===== src/rtl/dcache_uncached_resp_pkg.sv =====
// Shared types and encodings for the uncached data-side responder.
package dcache_uncached_resp_pkg;

    typedef enum logic [1:0] {
        S_IDLE,
        S_RD,
        S_WR
    } issue_state_e;

    localparam logic DC_REQ_LOAD  = 1'b0;
    localparam logic DC_REQ_STORE = 1'b1;

    localparam logic [3:0] AXI_LEN_SINGLE = 4'd0;
    localparam logic [1:0] AXI_BURST_INCR = 2'd1;

    function automatic logic [2:0] axi_size(input logic [1:0] sz);
        return {1'b0, sz};
    endfunction

endpackage


===== src/rtl/dcache_uncached_resp_order_fifo.sv =====
// Completion-order FIFO: one type bit per accepted request, oldest at head.
module dcache_uncached_resp_order_fifo #(
    parameter int DEPTH = 2
) (
    input  logic clk,
    input  logic reset,
    input  logic push_i,
    input  logic push_type_i,
    input  logic pop_i,
    output logic full_o,
    output logic empty_o,
    output logic head_o
);

    localparam int AW = (DEPTH > 1) ? $clog2(DEPTH) : 1;

    logic [DEPTH-1:0] mem_q;
    logic [AW-1:0]    wptr_q;
    logic [AW-1:0]    rptr_q;
    logic [AW:0]      cnt_q;

    always_ff @(posedge clk) begin
        if (reset) begin
            mem_q  <= '0;
            wptr_q <= '0;
            rptr_q <= '0;
            cnt_q  <= '0;
        end else begin
            if (push_i) begin
                mem_q[wptr_q] <= push_type_i;
                wptr_q        <= wptr_q + 1'b1;
            end
            if (pop_i) begin
                rptr_q <= rptr_q + 1'b1;
            end
            if (push_i && !pop_i) begin
                cnt_q <= cnt_q + 1'b1;
            end else if (!push_i && pop_i) begin
                cnt_q <= cnt_q - 1'b1;
            end
        end
    end

    assign full_o  = (cnt_q == (AW+1)'(DEPTH));
    assign empty_o = (cnt_q == '0);
    assign head_o  = mem_q[rptr_q];

endmodule


===== src/rtl/dcache_uncached_resp.sv =====
// Uncached data-side responder: SRAM-like req/addr_ok/data_ok to single-beat AXI3.
module dcache_uncached_resp
    import dcache_uncached_resp_pkg::*;
#(
    parameter int         OUTSTANDING = 2,
    parameter logic [3:0] AXI_ID      = 4'd0
) (
    input  logic        clk,
    input  logic        reset,
    input  logic        dcache_req,
    input  logic        dcache_wr,
    input  logic [1:0]  dcache_size,
    input  logic [3:0]  dcache_wstrb,
    input  logic [31:0] dcache_addr,
    input  logic [31:0] dcache_wdata,
    output logic        dcache_addr_ok,
    output logic        dcache_data_ok,
    output logic [31:0] dcache_rdata,
    output logic [3:0]  arid,
    output logic [31:0] araddr,
    output logic [2:0]  arsize,
    output logic [3:0]  arlen,
    output logic [1:0]  arburst,
    output logic        arvalid,
    input  logic        arready,
    input  logic [31:0] rdata,
    input  logic        rvalid,
    output logic        rready,
    output logic [3:0]  awid,
    output logic [31:0] awaddr,
    output logic [2:0]  awsize,
    output logic        awvalid,
    input  logic        awready,
    output logic [31:0] wdata,
    output logic [3:0]  wstrb,
    output logic        wvalid,
    output logic        wlast,
    input  logic        wready,
    input  logic        bvalid,
    output logic        bready
);

    issue_state_e state_q, state_d;
    logic [31:0]  addr_q;
    logic [1:0]   size_q;
    logic [3:0]   wstrb_q;
    logic [31:0]  wdata_q;
    logic [31:0]  rdata_q;
    logic         aw_done_q, aw_done_d;
    logic         w_done_q, w_done_d;
    logic         fifo_full, fifo_empty, head_type;
    logic         accept, r_hs, b_hs;

    // Loads and stores never share the FIFO, so channel ordering is trivial.
    assign accept = dcache_req && (state_q == S_IDLE) && !fifo_full
                 && (fifo_empty || (head_type == dcache_wr));

    assign rready = !fifo_empty && (head_type == DC_REQ_LOAD);
    assign bready = !fifo_empty && (head_type == DC_REQ_STORE);
    assign r_hs   = rvalid && rready;
    assign b_hs   = bvalid && bready;

    assign dcache_addr_ok = accept;
    assign dcache_data_ok = r_hs || b_hs;
    assign dcache_rdata   = r_hs ? rdata : rdata_q;

    always_comb begin
        state_d   = state_q;
        aw_done_d = aw_done_q;
        w_done_d  = w_done_q;
        arvalid   = 1'b0;
        awvalid   = 1'b0;
        wvalid    = 1'b0;
        unique case (state_q)
            S_IDLE: begin
                if (accept) begin
                    state_d   = dcache_wr ? S_WR : S_RD;
                    aw_done_d = 1'b0;
                    w_done_d  = 1'b0;
                end
            end
            S_RD: begin
                arvalid = 1'b1;
                if (arready) state_d = S_IDLE;
            end
            S_WR: begin
                awvalid = !aw_done_q;
                wvalid  = !w_done_q;
                if (awvalid && awready) aw_done_d = 1'b1;
                if (wvalid && wready)   w_done_d  = 1'b1;
                if (aw_done_d && w_done_d) state_d = S_IDLE;
            end
            default: state_d = S_IDLE;
        endcase
    end

    always_ff @(posedge clk) begin
        if (reset) begin
            state_q   <= S_IDLE;
            aw_done_q <= 1'b0;
            w_done_q  <= 1'b0;
            addr_q    <= '0;
            size_q    <= '0;
            wstrb_q   <= '0;
            wdata_q   <= '0;
            rdata_q   <= '0;
        end else begin
            state_q   <= state_d;
            aw_done_q <= aw_done_d;
            w_done_q  <= w_done_d;
            if (accept) begin
                addr_q  <= dcache_addr;
                size_q  <= dcache_size;
                wstrb_q <= dcache_wstrb;
                wdata_q <= dcache_wdata;
            end
            if (r_hs) rdata_q <= rdata;
        end
    end

    dcache_uncached_resp_order_fifo #(
        .DEPTH(OUTSTANDING)
    ) u_fifo (
        .clk        (clk),
        .reset      (reset),
        .push_i     (accept),
        .push_type_i(dcache_wr),
        .pop_i      (dcache_data_ok),
        .full_o     (fifo_full),
        .empty_o    (fifo_empty),
        .head_o     (head_type)
    );

    assign arid    = AXI_ID;
    assign araddr  = addr_q;
    assign arsize  = axi_size(size_q);
    assign arlen   = AXI_LEN_SINGLE;
    assign arburst = AXI_BURST_INCR;
    assign awid    = AXI_ID;
    assign awaddr  = addr_q;
    assign awsize  = axi_size(size_q);
    assign wdata   = wdata_q;
    assign wstrb   = wstrb_q;
    assign wlast   = 1'b1;

    // A response with no matching head is a slave protocol error.
    a_no_orphan_resp: assert property (@(posedge clk) disable iff (reset)
        !(rvalid && !rready) && !(bvalid && !bready));

endmodule

===== config.mk =====
export PLATFORM = sky130hd
export DESIGN_NAME = dcache_uncached_resp
export DESIGN_NICKNAME = d
export VERILOG_FILES = /design/src/rtl/dcache_uncached_resp_pkg.sv /design/src/rtl/dcache_uncached_resp_order_fifo.sv /design/src/rtl/dcache_uncached_resp.sv
export SDC_FILE = /design/constraint.sdc
export NUM_CORES = 1
export LEC_CHECK = 0
export BUFFER_PORTS_ARGS = -buffer_cell sky130_fd_sc_hd__buf_2
export CAP_MARGIN = 10
export CELL_PAD_IN_SITES_DETAIL_PLACEMENT = 1
export CELL_PAD_IN_SITES_GLOBAL_PLACEMENT = 1
export CORE_MARGIN = 1.5
export CORE_UTILIZATION = 30
export DETAILED_ROUTE_END_ITERATION = 10
export GPL_ROUTABILITY_DRIVEN = 0
export PLACE_DENSITY = 0.84
export SYNTH_ARGS = -nofsm -noshare
export SYNTH_HDL_FRONTEND = slang
export SYNTH_SLANG_ARGS = --single-unit

===== constraint.sdc =====
create_clock -name clk -period 2.1 [get_ports clk]
set_input_delay 0.42 -clock clk [delete_from_list [all_inputs] [get_ports clk]]
set_output_delay 0.42 -clock clk [all_outputs]
set_load 0.05 [all_outputs]

# == Word-level counts from Yosys, hierarchy flattened ==
# Index checks and enable logic that the tools add are counted.
# op_classes
n_mux,23
order_cmp,3
n_bitwise,1
n_eq_ne,7
reduce_logical,27
add_sub_neg,4
# op_table
cell,count
$mux W32,1
$logic_and A1 B1 Y1,13
$mux W2,6
$mux W1,11
$logic_not A1 Y1,6
$pmux W2 S3,1
$eq A2 B2 Y1 const B,2
$logic_not A2 Y1,2
$lt A1 B2 Y1 const B,2
$ne A2 B2 Y1 const B,2
$pmux W1 S2,2
$reduce_bool A2 Y1,2
$reduce_and A3 Y1,1
$add A1 B1 Y1 const B,2
$add A2 B1 Y2 const B,1
$bwmux W2,1
$eq A2 B1 Y1 const B,1
$logic_or A1 B1 Y1,2
$ne A2 B1 Y1 const B,1
$reduce_and A2 Y1,1
$sub A2 B1 Y2 const B,1
$demux W1 S1,1
$eq A1 B1 Y1,1
$ge A1 B1 Y1 const B,1
$not A1 Y1,1
# totals
out_inout_bits,160
regBits,112
inputBits,111
wordCells,77

# == Logic depth before layout (Yosys ltp) ==
# Gate-level depths: netlist of run 1.
# logic_depth
depth_word,9
mapped_depth,9

# == By module ==
# Synthesis of run 1 repeated with hierarchy kept, for this count alone.
# unflattened
hier_cells,516
hier_area_um2,5287.6
# by_module_without_submodules
mod,instances,area_per_inst_um2,cells_per_inst,seq_area_each_um2
dcache_uncached_resp,1,5028.6,488,2122.0
dcache_uncached_resp_order_fifo,1,259.0,28,120.1

# == Worst setup path before layout of run 1 ==
# OpenSTA, ideal clock, no wires.
# synth_timing
path_kind,register to register
from,register u_fifo.rptr_q
to,register u_fifo.cnt_q[1]
setup_ns,0.071
setup_slack_ns,-0.335
t_required_ns,2.029
arrival_ns,2.365
path_stages_with_launch,7
period_less_slack_ns,2.435
cell_sequence,dfxtp_1 > mux2i_4 > nor2_1 > a21boi_0 > ha_1 > or3_1 > a21oi_1
# synth_lines
item,line,text
from (decl),dcache_uncached_resp_order_fifo.sv:19,logic [AW-1:0] rptr_q;
from (signal assigned),dcache_uncached_resp_order_fifo.sv:34,rptr_q <= rptr_q + 1'b1;
$mux W1 (not written as such) (*) (2 in a row),dcache_uncached_resp_order_fifo.sv:46,assign head_o = mem_q[rptr_q];
$logic_and A1 B1 Y1 (*),dcache_uncached_resp.sv:59,assign bready = !fifo_empty && (head_type == DC_REQ_STORE);
net bready,dcache_uncached_resp.sv:40,output logic bready
$logic_and A1 B1 Y1 (*),dcache_uncached_resp.sv:61,assign b_hs = bvalid && bready;
$logic_or A1 B1 Y1 (*),dcache_uncached_resp.sv:64,assign dcache_data_ok = r_hs || b_hs;
$logic_not A1 Y1,dcache_uncached_resp_order_fifo.sv:36,if (push_i && !pop_i) begin
$logic_and A1 B1 Y1,dcache_uncached_resp_order_fifo.sv:36,
$mux W2 or $reduce_bool A2 Y1 (tied branches),-,
to (signal assigned),dcache_uncached_resp_order_fifo.sv:37,cnt_q <= cnt_q + 1'b1;
to (signal assigned),dcache_uncached_resp_order_fifo.sv:39,cnt_q <= cnt_q - 1'b1;
to (decl),dcache_uncached_resp_order_fifo.sv:20,logic [AW:0] cnt_q;
# The timed path passes the listed nets; every way through them passes the cells marked *. The select of a mux whose other input is x is not followed.
# A chain may end at the register's enable or synchronous reset.

# == Worst setup path after layout of run 1 ==
# layout_timing
from,register u_fifo.rptr_q
to,output dcache_rdata[6]
# layout_between
elab_chain_cells,6
# layout_rtl
item,line,text
$mux W1 (not written as such) (2 in a row),dcache_uncached_resp_order_fifo.sv:46,
$not A1 Y1,dcache_uncached_resp.sv:58,assign rready = !fifo_empty && (head_type == DC_REQ_LOAD);
$logic_and A1 B1 Y1,dcache_uncached_resp.sv:58,
$logic_and A1 B1 Y1,dcache_uncached_resp.sv:60,assign r_hs = rvalid && rready;
$mux W32,-,
to (decl),dcache_uncached_resp.sv:18,"output logic [31:0] dcache_rdata,"
# No other way between the ends. The select of a mux whose other input is x is not followed.

==> results.sh, run 1 <==
export IMPL_run_status="complete, but fails checks"
export IMPL_violations="negative setup slack"
export IMPL_critical_path_max_stage_delay_ps=360
export IMPL_power_per_cell_area_mw_per_mm2=1360
export IMPL_post_synth_num_cell_types=29
export IMPL_post_synth_main_area_contributors="dfxtp_1 (42%), nand2b_1 (17%), mux2i_1 (13%)"
export IMPL_final_critical_path_setup_slack_ps=-164
export IMPL_crit_path_start="u_fifo.rptr_q"
export IMPL_leakagePower_nw=3.38
export IMPL_route_detailed_vias_per_inst=4.35
export IMPL_globalRoute_totalOverflow=0
export IMPL_floorplan_die_height_um=137
export IMPL_routed_wl_per_cell_um=14.8
export IMPL_drive_above_1_share=0.444
export IMPL_synthDominantAreaCellType="dfxtp_1"
export IMPL_holdCritPathClass="input port to register"
export IMPL_postSynthAreaPerCell_um2=10.3
export IMPL_worstPathBufferInverterCount=2
export IMPL_seq_area_frac_synth=0.419
export IMPL_netSwitchingFraction=0.464
export IMPL_cts_sinks=112
export IMPL_postLayoutCellArea_mm2=0.00706
export IMPL_final_cell_mix="buf_2 (218), nand2b_1 (146), dfxtp_1 (110), mux2i_1 (72), nor2b_1 (37)"
export IMPL_clock_path_buffers=2
export IMPL_filler_cell_count=2049
export IMPL_globalRouteMet3Util=0.0530
export IMPL_post_synth_instance_area_mm2=0.00535
export IMPL_max_freq_ghz=0.442
export IMPL_cts_buffers=9
export IMPL_detail_route_first_pass_iterations=4
export IMPL_cts_stage_hold_buffer_count=0
export IMPL_grt_busiest_layer="met2"
export IMPL_cp_slowest_cell="dfxtp_2"
export IMPL_tritoncts="built"
export IMPL_timing_hold_violations_final=0
export IMPL_timing_final_setup_violations=34
export IMPL_layout_area_overhead_vs_synth_pct=32.0
export IMPL_worst_r2r_setup_slack_ps=-50
export IMPL_grt_antenna_before_repair=0
export IMPL_worst_setup_path_type="register to output port"
export IMPL_fin_worst_hold_slack_ps=324
export IMPL_unrepaired_setup_endpoints_after_global_routing="true"
export IMPL_globalRouteMet2Util=0.282
export IMPL_pin_count=271
export IMPL_grt_first_pass_wirelength_mm=21.6
export IMPL_timing_rr_end="u_fifo.cnt_q[1]"
export IMPL_seqPwrFrac=0.288
export IMPL_worst_min_delay_path_startpoint="dcache_wdata[2]"
export IMPL_initial_core_util=0.308
export IMPL_dpl_instance_area_mm2=0.00649
export IMPL_final_period_minus_worst_setup_slack_ps=2260
export IMPL_multi_input_area_mm2=0.00256
export IMPL_power_share_clock=0.171
export IMPL_antenna_cells=0
export IMPL_num_nets_final=846
export IMPL_placement_io_buffers=253
export IMPL_detail_route_wirelength_mm=14.2
export IMPL_p_sw_mw=4.45
export IMPL_postSynthRegisterBits=112
export IMPL_dr_total_vias=4187
export IMPL_drv_slew=0
export IMPL_cts_htree_levels=3
export IMPL_grtUsageMet1=0.150
export IMPL_start_kind="register"
export IMPL_min_period_over_period=1.08
export IMPL_worst_clk_skew_ps=11.0
export IMPL_crit_path_end_kind="output port"
export IMPL_critical_path_required_ps=1680
export IMPL_final_seq_area_mm2=0.00224
export IMPL_drtAntennaViolNets=0
export IMPL_vias_in_the_first_global_route=4296
export IMPL_drc=0
export IMPL_worst_r2r_startpoint="u_fifo.rptr_q"
export IMPL_clockRootBuffer="clkbuf_16"
export IMPL_source_to_sink_clock_delay_at_the_later_pin_of_the_worst_skew_pair_ps=350
export IMPL_cp_arrival_ps=1840
export IMPL_crit_end="dcache_rdata[6]"
export IMPL_timing_critical_path_depth=5
export IMPL_fp_dieW_um=137
export IMPL_timing_max_cap_violations=0
export IMPL_setup_total_negative_slack_ps=-5010
export IMPL_timing_critical_path_max_delay_family="multiplexers"
export IMPL_report_power_total_mw=9.58
export IMPL_crit_path_max_fanout=14
export IMPL_max_vdd_ir_drop_mv=0.699
export IMPL_comb_power_share=0.540
export IMPL_internal_power_mw=5.13
export IMPL_clk_transition_reported_paths_ps=80
export IMPL_core_area_mm2=0.0174
export IMPL_detailedPlacementHpwl_mm=10.0
export IMPL_dieArea_mm2=0.0186
export IMPL_grt_max_degree=105
export IMPL_final_util=0.407
export IMPL_grt_util_all_layers=0.149
export IMPL_timing_critical_path_cells="mux2i_4 -> nand3b_4 -> buf_16 -> mux2_2 -> buf_6"
export IMPL_synthCells=521
export IMPL_reg2reg_depth=10
export IMPL_yosysWarnings=0
export IMPL_post_synth_top_area_fraction=0.419
export IMPL_fp_row_count=48
export IMPL_initialDrtViolationCount=123
export IMPL_mostFrequentLayoutCell="buf_2"
-- stage by stage --
step                instances  worst slack (ps)
floorplan                 536             -47.3
CTS                       964              -159
global placement          943               183
global route              963              -219
detailed placement        943               120
finish                    963              -164
-- state kept, by name, summed over array words and instances, names as in the netlist, 2 cells and up --
name,count
rdata_q,32
araddr,32
wstrb,4
state_q,2
wdata,32
u_fifo.mem_q,2
size_q,2
u_fifo.cnt_q,2
-- worst register-to-register path: stages, from the launching register on --
cell and delay, ps:
dfxtp_2 360, mux2i_4 300, buf_4 150, buf_6 80
mux2i_2 210, or2_4 180, inv_8 50, ha_4 150
xor2_1 150, or3_1 310, a21oi_1 140
-- how the worst min path moves through the flow --
stage	to	slack, ps	cells after the start
finish	wdata[2]	320	3
global route	wdata[6]	320	3
CTS	aw_done_q	300	3
detailed placement	wdata[29]	460	2
global placement	wdata[2]	460	2
floorplan	aw_done_q	470	2
-- synthesized netlist by cell type --
cell type  number
mux2i_2         1
nor3b_1         1
mux2i_4         1
buf_12          7
a22o_1          1
nand3b_2        1
nand2_1         4
nand2b_1      146
clkbuf_1       20
nor2_1         10
dfxtp_1       112
conb_1          2
ha_1            1
nor2b_1        37
xor2_1          2
mux2_2         34
o22ai_1         2
buf_2           3
mux2i_1        72
a21oi_1         3
inv_1           1
or2_4           1
or3_1           1
inv_8           1
a21boi_0        1
o21ai_0         3
buf_4          51
nor3_1          1
nand3_1         1
-- power by group through the flow --
stage | combinational (mW) | sequential, mW | clock (mW)
CTS | 5.21 | 2.76 | 1.72
global route | 5.43 | 2.81 | 1.79
detailed placement | 4.74 | 2.80 | 0
global placement | 4.67 | 2.78 | 0
finish | 5.18 | 2.76 | 1.64
floorplan | 3.18 | 3.63 | 0
-- final cells by class --
cell class | instances | area share
clock buffer | 11 | 0.0344
clock inverter | 4 | 0.00425
inverter | 2 | 0.00213
sequential | 112 | 0.318
timing repair buffer | 268 | 0.238
multi-input combinational | 341 | 0.363
tap | 225 | 0.0399
-- metal layers --
metal  up-vias  part of all wire
li1       2032                 -
met1      1962              0.38
met2       178              0.52
met3        15             0.087
met4         0             0.014
met5         -                 0
-- what timing repair did --
| action | CTS | global route |
|---|---|---|
| pin swaps | 2 | 0 |
| endpoints found under the setup margin | 34 | 35 |
| resized for setup | 76 | 0 |
| buffers inserted | 5 | 0 |
| gates cloned | 1 | 0 |
-- kinds of logic after synthesis --
family	synth area share
AOI/OAI and AO/OA	0.0110
xor gates and xnor gates	0.00328
adders and majority gates	0.00234
buffers and inverters	0.117
DFF	0.419
muxes	0.213
other	0.00140
and+or+nand+nor	0.232
Power figures use the tool's default switching activity.
==> inputs of run 2 (changes only) <==
- CORE_ASPECT_RATIO: not set -> 1.1
- GPL_ROUTABILITY_DRIVEN: 0 -> not set
- SETUP_SLACK_MARGIN: not set -> 0.15
==> run 2 against run 1 <==
Against the previous run: the run still ends with negative setup slack left; die area about the same; final cell count increased by 2.2%; highest routed layer is now met5; register-to-register slack better by 50 ps; core utilization up 0.49 points; global-route usage decreased by 0.72 points.
==> results.sh, run 2 (synthesis results as in run 1) <==
export IMPL_route_detailed_vias_per_inst=4.25
export IMPL_run_status="complete, but fails checks"
export IMPL_unrepaired_setup_endpoints_after_global_routing="true"
export IMPL_globalRoute_totalOverflow=0
export IMPL_fp_dieW_um=130
export IMPL_max_freq_ghz=0.449
export IMPL_layout_area_overhead_vs_synth_pct=35.5
export IMPL_dieArea_mm2=0.0186
export IMPL_detail_route_wirelength_mm=14.1
export IMPL_dr_total_vias=4185
export IMPL_timing_final_setup_violations=34
export IMPL_clk_transition_reported_paths_ps=80
export IMPL_final_critical_path_setup_slack_ps=-126
export IMPL_clock_path_buffers=2
export IMPL_start_kind="register"
export IMPL_timing_hold_violations_final=0
export IMPL_holdCritPathClass="input port to register"
export IMPL_cts_buffers=9
export IMPL_grt_first_pass_wirelength_mm=20.7
export IMPL_drive_above_1_share=0.453
export IMPL_crit_path_end_kind="output port"
export IMPL_cts_sinks=112
export IMPL_fin_worst_hold_slack_ps=322
export IMPL_min_period_over_period=1.06
export IMPL_floorplan_die_height_um=143
export IMPL_tritoncts="built"
export IMPL_numPlacedInstances=959
export IMPL_crit_path_max_fanout=16
export IMPL_cp_arrival_ps=1810
export IMPL_timing_max_cap_violations=0
export IMPL_num_nets_final=853
export IMPL_fp_row_count=51
export IMPL_pin_count=271
export IMPL_detailedPlacementHpwl_mm=10.0
export IMPL_mostFrequentLayoutCell="buf_2"
export IMPL_place_gp_congestion=0.703
export IMPL_cts_htree_levels=3
export IMPL_clockRootBuffer="clkbuf_16"
export IMPL_max_vdd_ir_drop_mv=0.831
export IMPL_core_area_mm2=0.0176
export IMPL_grt_util_all_layers=0.142
export IMPL_power_per_cell_area_mw_per_mm2=1380
export IMPL_antenna_cells=0
export IMPL_final_util=0.412
export IMPL_cp_slowest_cell="dfxtp_4"
export IMPL_filler_cell_count=2080
export IMPL_timing_critical_path_cells="mux2i_4 -> nand3b_4 -> buf_12 -> mux2_2 -> buf_6"
export IMPL_detail_route_first_pass_iterations=4
export IMPL_initial_core_util=0.304
export IMPL_grt_max_degree=68
export IMPL_final_cell_mix="buf_2 (217), nand2b_1 (146), dfxtp_1 (111), mux2i_1 (72), nor2b_1 (36)"
export IMPL_final_instance_count_excl_fill=984
export IMPL_vias_in_the_first_global_route=4163
export IMPL_initialDrtViolationCount=97
export IMPL_final_period_minus_worst_setup_slack_ps=2230
export IMPL_critical_path_required_ps=1680
export IMPL_drc=0
export IMPL_drtAntennaViolNets=0
export IMPL_violations="negative setup slack"
export IMPL_worst_setup_path_type="register to output port"
export IMPL_worst_clk_skew_ps=13.3
export IMPL_grt_antenna_before_repair=1
export IMPL_report_power_total_mw=10.0
export IMPL_source_to_sink_clock_delay_at_the_later_pin_of_the_worst_skew_pair_ps=350
export IMPL_critical_path_max_stage_delay_ps=370
export IMPL_drv_slew=0
export IMPL_leakagePower_nw=3.47
export IMPL_placement_io_buffers=253
export IMPL_routed_wl_per_cell_um=14.4
run 2: worst max-delay path: cells and delay by family, from the launching register on:
kind / cells / cell delay (ps)
multiplexers: 2 / 580
flip-flops: 1 / 370
buffers and inverters: 2 / 350
AND/OR/NAND/NOR: 1 / 160
run 2: path summary, 6_finish.rpt:
kind	start	endpoint	slack, ps	cells past startpoint
setup reg to reg	u_fifo.rptr_q	u_fifo.cnt_q[1]	0	8
hold / removal	dcache_addr[28]	araddr[28]	320	3
hold reg to reg	wstrb[1]	wstrb[1]	470	2
setup / recovery	u_fifo.rptr_q	dcache_rdata[25]	-130	5
run 2: metal layers:
metal	track usage	wire [um]
met5	0	12
met4	0.0573	239
met3	0.0423	1180
met2	0.258	6940
met1	0.151	5760
run 2: final cells by class:
type                            count  area (um^2)  share of cell area
Inverter                            2         15.0             0.00207
Multi-Input combinational cell    341         2580               0.356
Clock inverter                      5         88.8              0.0123
Clock buffer                       11          243              0.0335
Tap cell                          238          298              0.0411
Sequential cell                   112         2250               0.310
Timing Repair Buffer              275         1780               0.246
run 2: where the power goes:
group          switching (mW)  total [mW]  internal (mW)
combinational            3.47        5.38           1.90
clock                   0.805        1.90           1.09
sequential              0.226        2.76           2.53
run 2: per-stage QoR:
| step | area [um^2] | TNS [ps] | worst slack (ps) |
|---|---|---|---|
| floorplan | 5420 | -53.4 | -47.3 |
| global placement | 6520 | 0 | 169 |
| detailed placement | 6520 | 0 | 113 |
| CTS | 7150 | -3960 | -131 |
| global route | 7250 | -6090 | -194 |
| finish | 7250 | -3840 | -126 |
run 2: what timing repair did:
action,in CTS,in global routing
setup endpoints to repair,35,45
setup buffers,5,1
gates resized for setup,73,11
gates cloned,1,2
pin swaps,3,0
hold buffers,0,0
==> inputs of run 3 (changes only) <==
- BUFFER_PORTS_ARGS: -buffer_cell sky130_fd_sc_hd__buf_2 -> not set
- CORE_UTILIZATION: 30 -> 35
- DONT_BUFFER_PORTS: not set -> 1
- PLACE_DENSITY: 0.84 -> 0.73
==> run 3 against run 2 <==
Against the previous run: the run still ends with negative setup slack left; wire length fell by 5.8%; die area fell by 14%; clock skew fell by 5.5 ps; non-clock buffer count fell by 191; final area fell by 10%; count of clock-buffer cells in the layout fell by 1; final cell count fell by 24%; critical path depth fell by 1; sequential share of layout area rose by 3.7 points; power fell by 1.3%; first-iteration DRC count rose by 29%; critical path type unchanged; largest cell class unchanged; highest routed layer is now met4.
==> results.sh, run 3 (synthesis results as in run 1) <==
export IMPL_multi_input_area_mm2=0.00270
export IMPL_floorplan_die_height_um=133
export IMPL_grt_max_degree=187
export IMPL_crit_path_end_kind="output port"
export IMPL_worst_r2r_setup_slack_ps=-30
export IMPL_final_seq_area_mm2=0.00225
export IMPL_cts_stage_hold_buffer_count=0
export IMPL_timing_max_cap_violations=0
export IMPL_drv_slew=0
export IMPL_initial_core_util=0.357
export IMPL_placement_io_buffers=0
export IMPL_max_vdd_ir_drop_mv=0.773
export IMPL_detail_route_first_pass_iterations=4
export IMPL_grt_antenna_before_repair=0
export IMPL_final_instance_count_excl_fill=750
export IMPL_tritoncts="built"
export IMPL_numPlacedInstances=696
export IMPL_holdPathEnd="rdata_q[8]"
export IMPL_clockRootBuffer="clkbuf_16"
export IMPL_start_kind="register"
export IMPL_final_cell_mix="nand2b_1 (146), dfxtp_1 (110), mux2i_1 (71), buf_4 (45), nor2b_1 (36)"
export IMPL_min_period_over_period=1.04
export IMPL_power_per_cell_area_mw_per_mm2=1530
export IMPL_timing_hold_violations_final=0
export IMPL_dr_total_vias=3507
export IMPL_cts_buffers=9
export IMPL_run_status="complete, but fails checks"
export IMPL_grt_util_all_layers=0.154
export IMPL_clock_path_buffers=2
export IMPL_drtAntennaViolNets=0
export IMPL_mostFrequentLayoutCell="nand2b_1"
export IMPL_grt_first_pass_wirelength_mm=19.0
export IMPL_detailedPlacementHpwl_mm=8.07
export IMPL_globalRoute_totalOverflow=0
export IMPL_fp_row_count=47
export IMPL_core_area_mm2=0.0150
export IMPL_critical_path_required_ps=1680
export IMPL_clk_transition_reported_paths_ps=70
export IMPL_fin_worst_hold_slack_ps=169
export IMPL_place_gp_congestion=0.737
export IMPL_setup_total_negative_slack_ps=-2640
export IMPL_max_freq_ghz=0.458
export IMPL_pin_count=271
export IMPL_dieArea_mm2=0.0160
export IMPL_antenna_cells=0
export IMPL_worstMarginPinSlew_ps=570
export IMPL_fp_dieW_um=121
export IMPL_num_nets_final=662
export IMPL_crit_path_max_fanout=16
export IMPL_worst_hold_path_num_cells=1
export IMPL_worst_min_delay_path_startpoint="reset"
export IMPL_timing_final_setup_violations=35
export IMPL_source_to_sink_clock_delay_at_the_later_pin_of_the_worst_skew_pair_ps=350
export IMPL_routed_wl_per_cell_um=17.7
export IMPL_final_period_minus_worst_setup_slack_ps=2180
export IMPL_initialDrtViolationCount=125
export IMPL_cts_htree_levels=3
export IMPL_vias_in_the_first_global_route=3670
export IMPL_leakagePower_nw=2.75
export IMPL_cp_arrival_ps=1760
export IMPL_detail_route_wirelength_mm=13.3
export IMPL_layout_area_overhead_vs_synth_pct=21.3
export IMPL_worst_r2r_startpoint="u_fifo.rptr_q"
export IMPL_worst_clk_skew_ps=7.83
export IMPL_drive_above_1_share=0.265
export IMPL_worst_setup_path_type="register to output port"
export IMPL_drc=0
export IMPL_holdCritPathClass="input port to register"
export IMPL_filler_cell_count=1648
export IMPL_report_power_total_mw=9.90
export IMPL_final_critical_path_setup_slack_ps=-81.3
export IMPL_maxSlewHeadroom=0.620
export IMPL_timing_rr_end="u_fifo.cnt_q[1]"
export IMPL_unrepaired_setup_endpoints_after_global_routing="true"
export IMPL_violations="negative setup slack"
export IMPL_cts_sinks=112
export IMPL_reg2reg_depth=10
export IMPL_route_detailed_vias_per_inst=4.68
run 3: changes by cell type in the layout (fill, tap and decap cells not counted), moves of 3 or more:
cell and delta:
buf_2 -217, mux2_2 -32, mux2_4 +32, buf_4 +29
buf_6 -16, clkbuf_16 +4, buf_12 +3, buf_16 +3
buf_8 +3
run 3: worst max path at each step:
| stage | start | endpoint | slack [ps] | depth (start not counted) |
|---|---|---|---|---|
| floorplan | u_fifo.rptr_q | u_fifo.cnt_q[1] | -50 | 7 |
| global placement | u_fifo.rptr_q | u_fifo.cnt_q[1] | 170 | 8 |
| detailed placement | u_fifo.rptr_q | u_fifo.cnt_q[1] | 120 | 8 |
| CTS | u_fifo.rptr_q | dcache_rdata[25] | -70 | 4 |
| global route | u_fifo.rptr_q | dcache_rdata[7] | -170 | 4 |
| finish | u_fifo.rptr_q | dcache_rdata[25] | -80 | 4 |
run 3: power breakdown:
| part | switching, mW | internal [mW] | total (mW) |
|---|---|---|---|
| Sequential | 0.682 | 2.53 | 3.21 |
| Clock | 0.768 | 0.799 | 1.57 |
| Combinational | 3.04 | 2.08 | 5.12 |
| Total | 4.49 | 5.41 | 9.90 |
run 3: cell type report:
cell class	count	area share
clock buffer	10	0.0353
clock inverter	5	0.00521
inverter	2	0.00231
multi-input combinational	341	0.416
sequential	112	0.346
tap	196	0.0378
timing repair buffer	84	0.157
run 3: metal layers:
| layer | GRT usage | vias to the layer above | share of wire |
|---|---|---|---|
| li1 | - | 1661 | - |
| met1 | 0.156 | 1639 | 0.37 |
| met2 | 0.277 | 187 | 0.53 |
| met3 | 0.0539 | 20 | 0.079 |
| met4 | 0.0791 | 0 | 0.023 |
| met5 | 0 | - | 0 |
run 3: worst max-delay path: stages (launching register included):
cell,delay [ps]
dfxtp_4,360
mux2i_4,290
nand3b_4,160
buf_12,200
mux2_4,400
run 3: what timing repair did:
action | 4_1_cts | 5_1_grt
setup endpoints to repair | 35 | 106
gates cloned | 4 | 8
pin swaps | 1 | 4
buffers inserted | 8 | 19
resized for setup | 45 | 34
run 3: stage by stage:
stage / utilization / instance area, um^2 / setup WS (ps)
floorplan: - / 5420 / -47.3
global placement: 0.362 / 5430 / 171
detailed placement: 0.362 / 5430 / 119
CTS: 0.403 / 6040 / -70.9
global route: 0.433 / 6490 / -169
finish: 0.433 / 6490 / -81.3
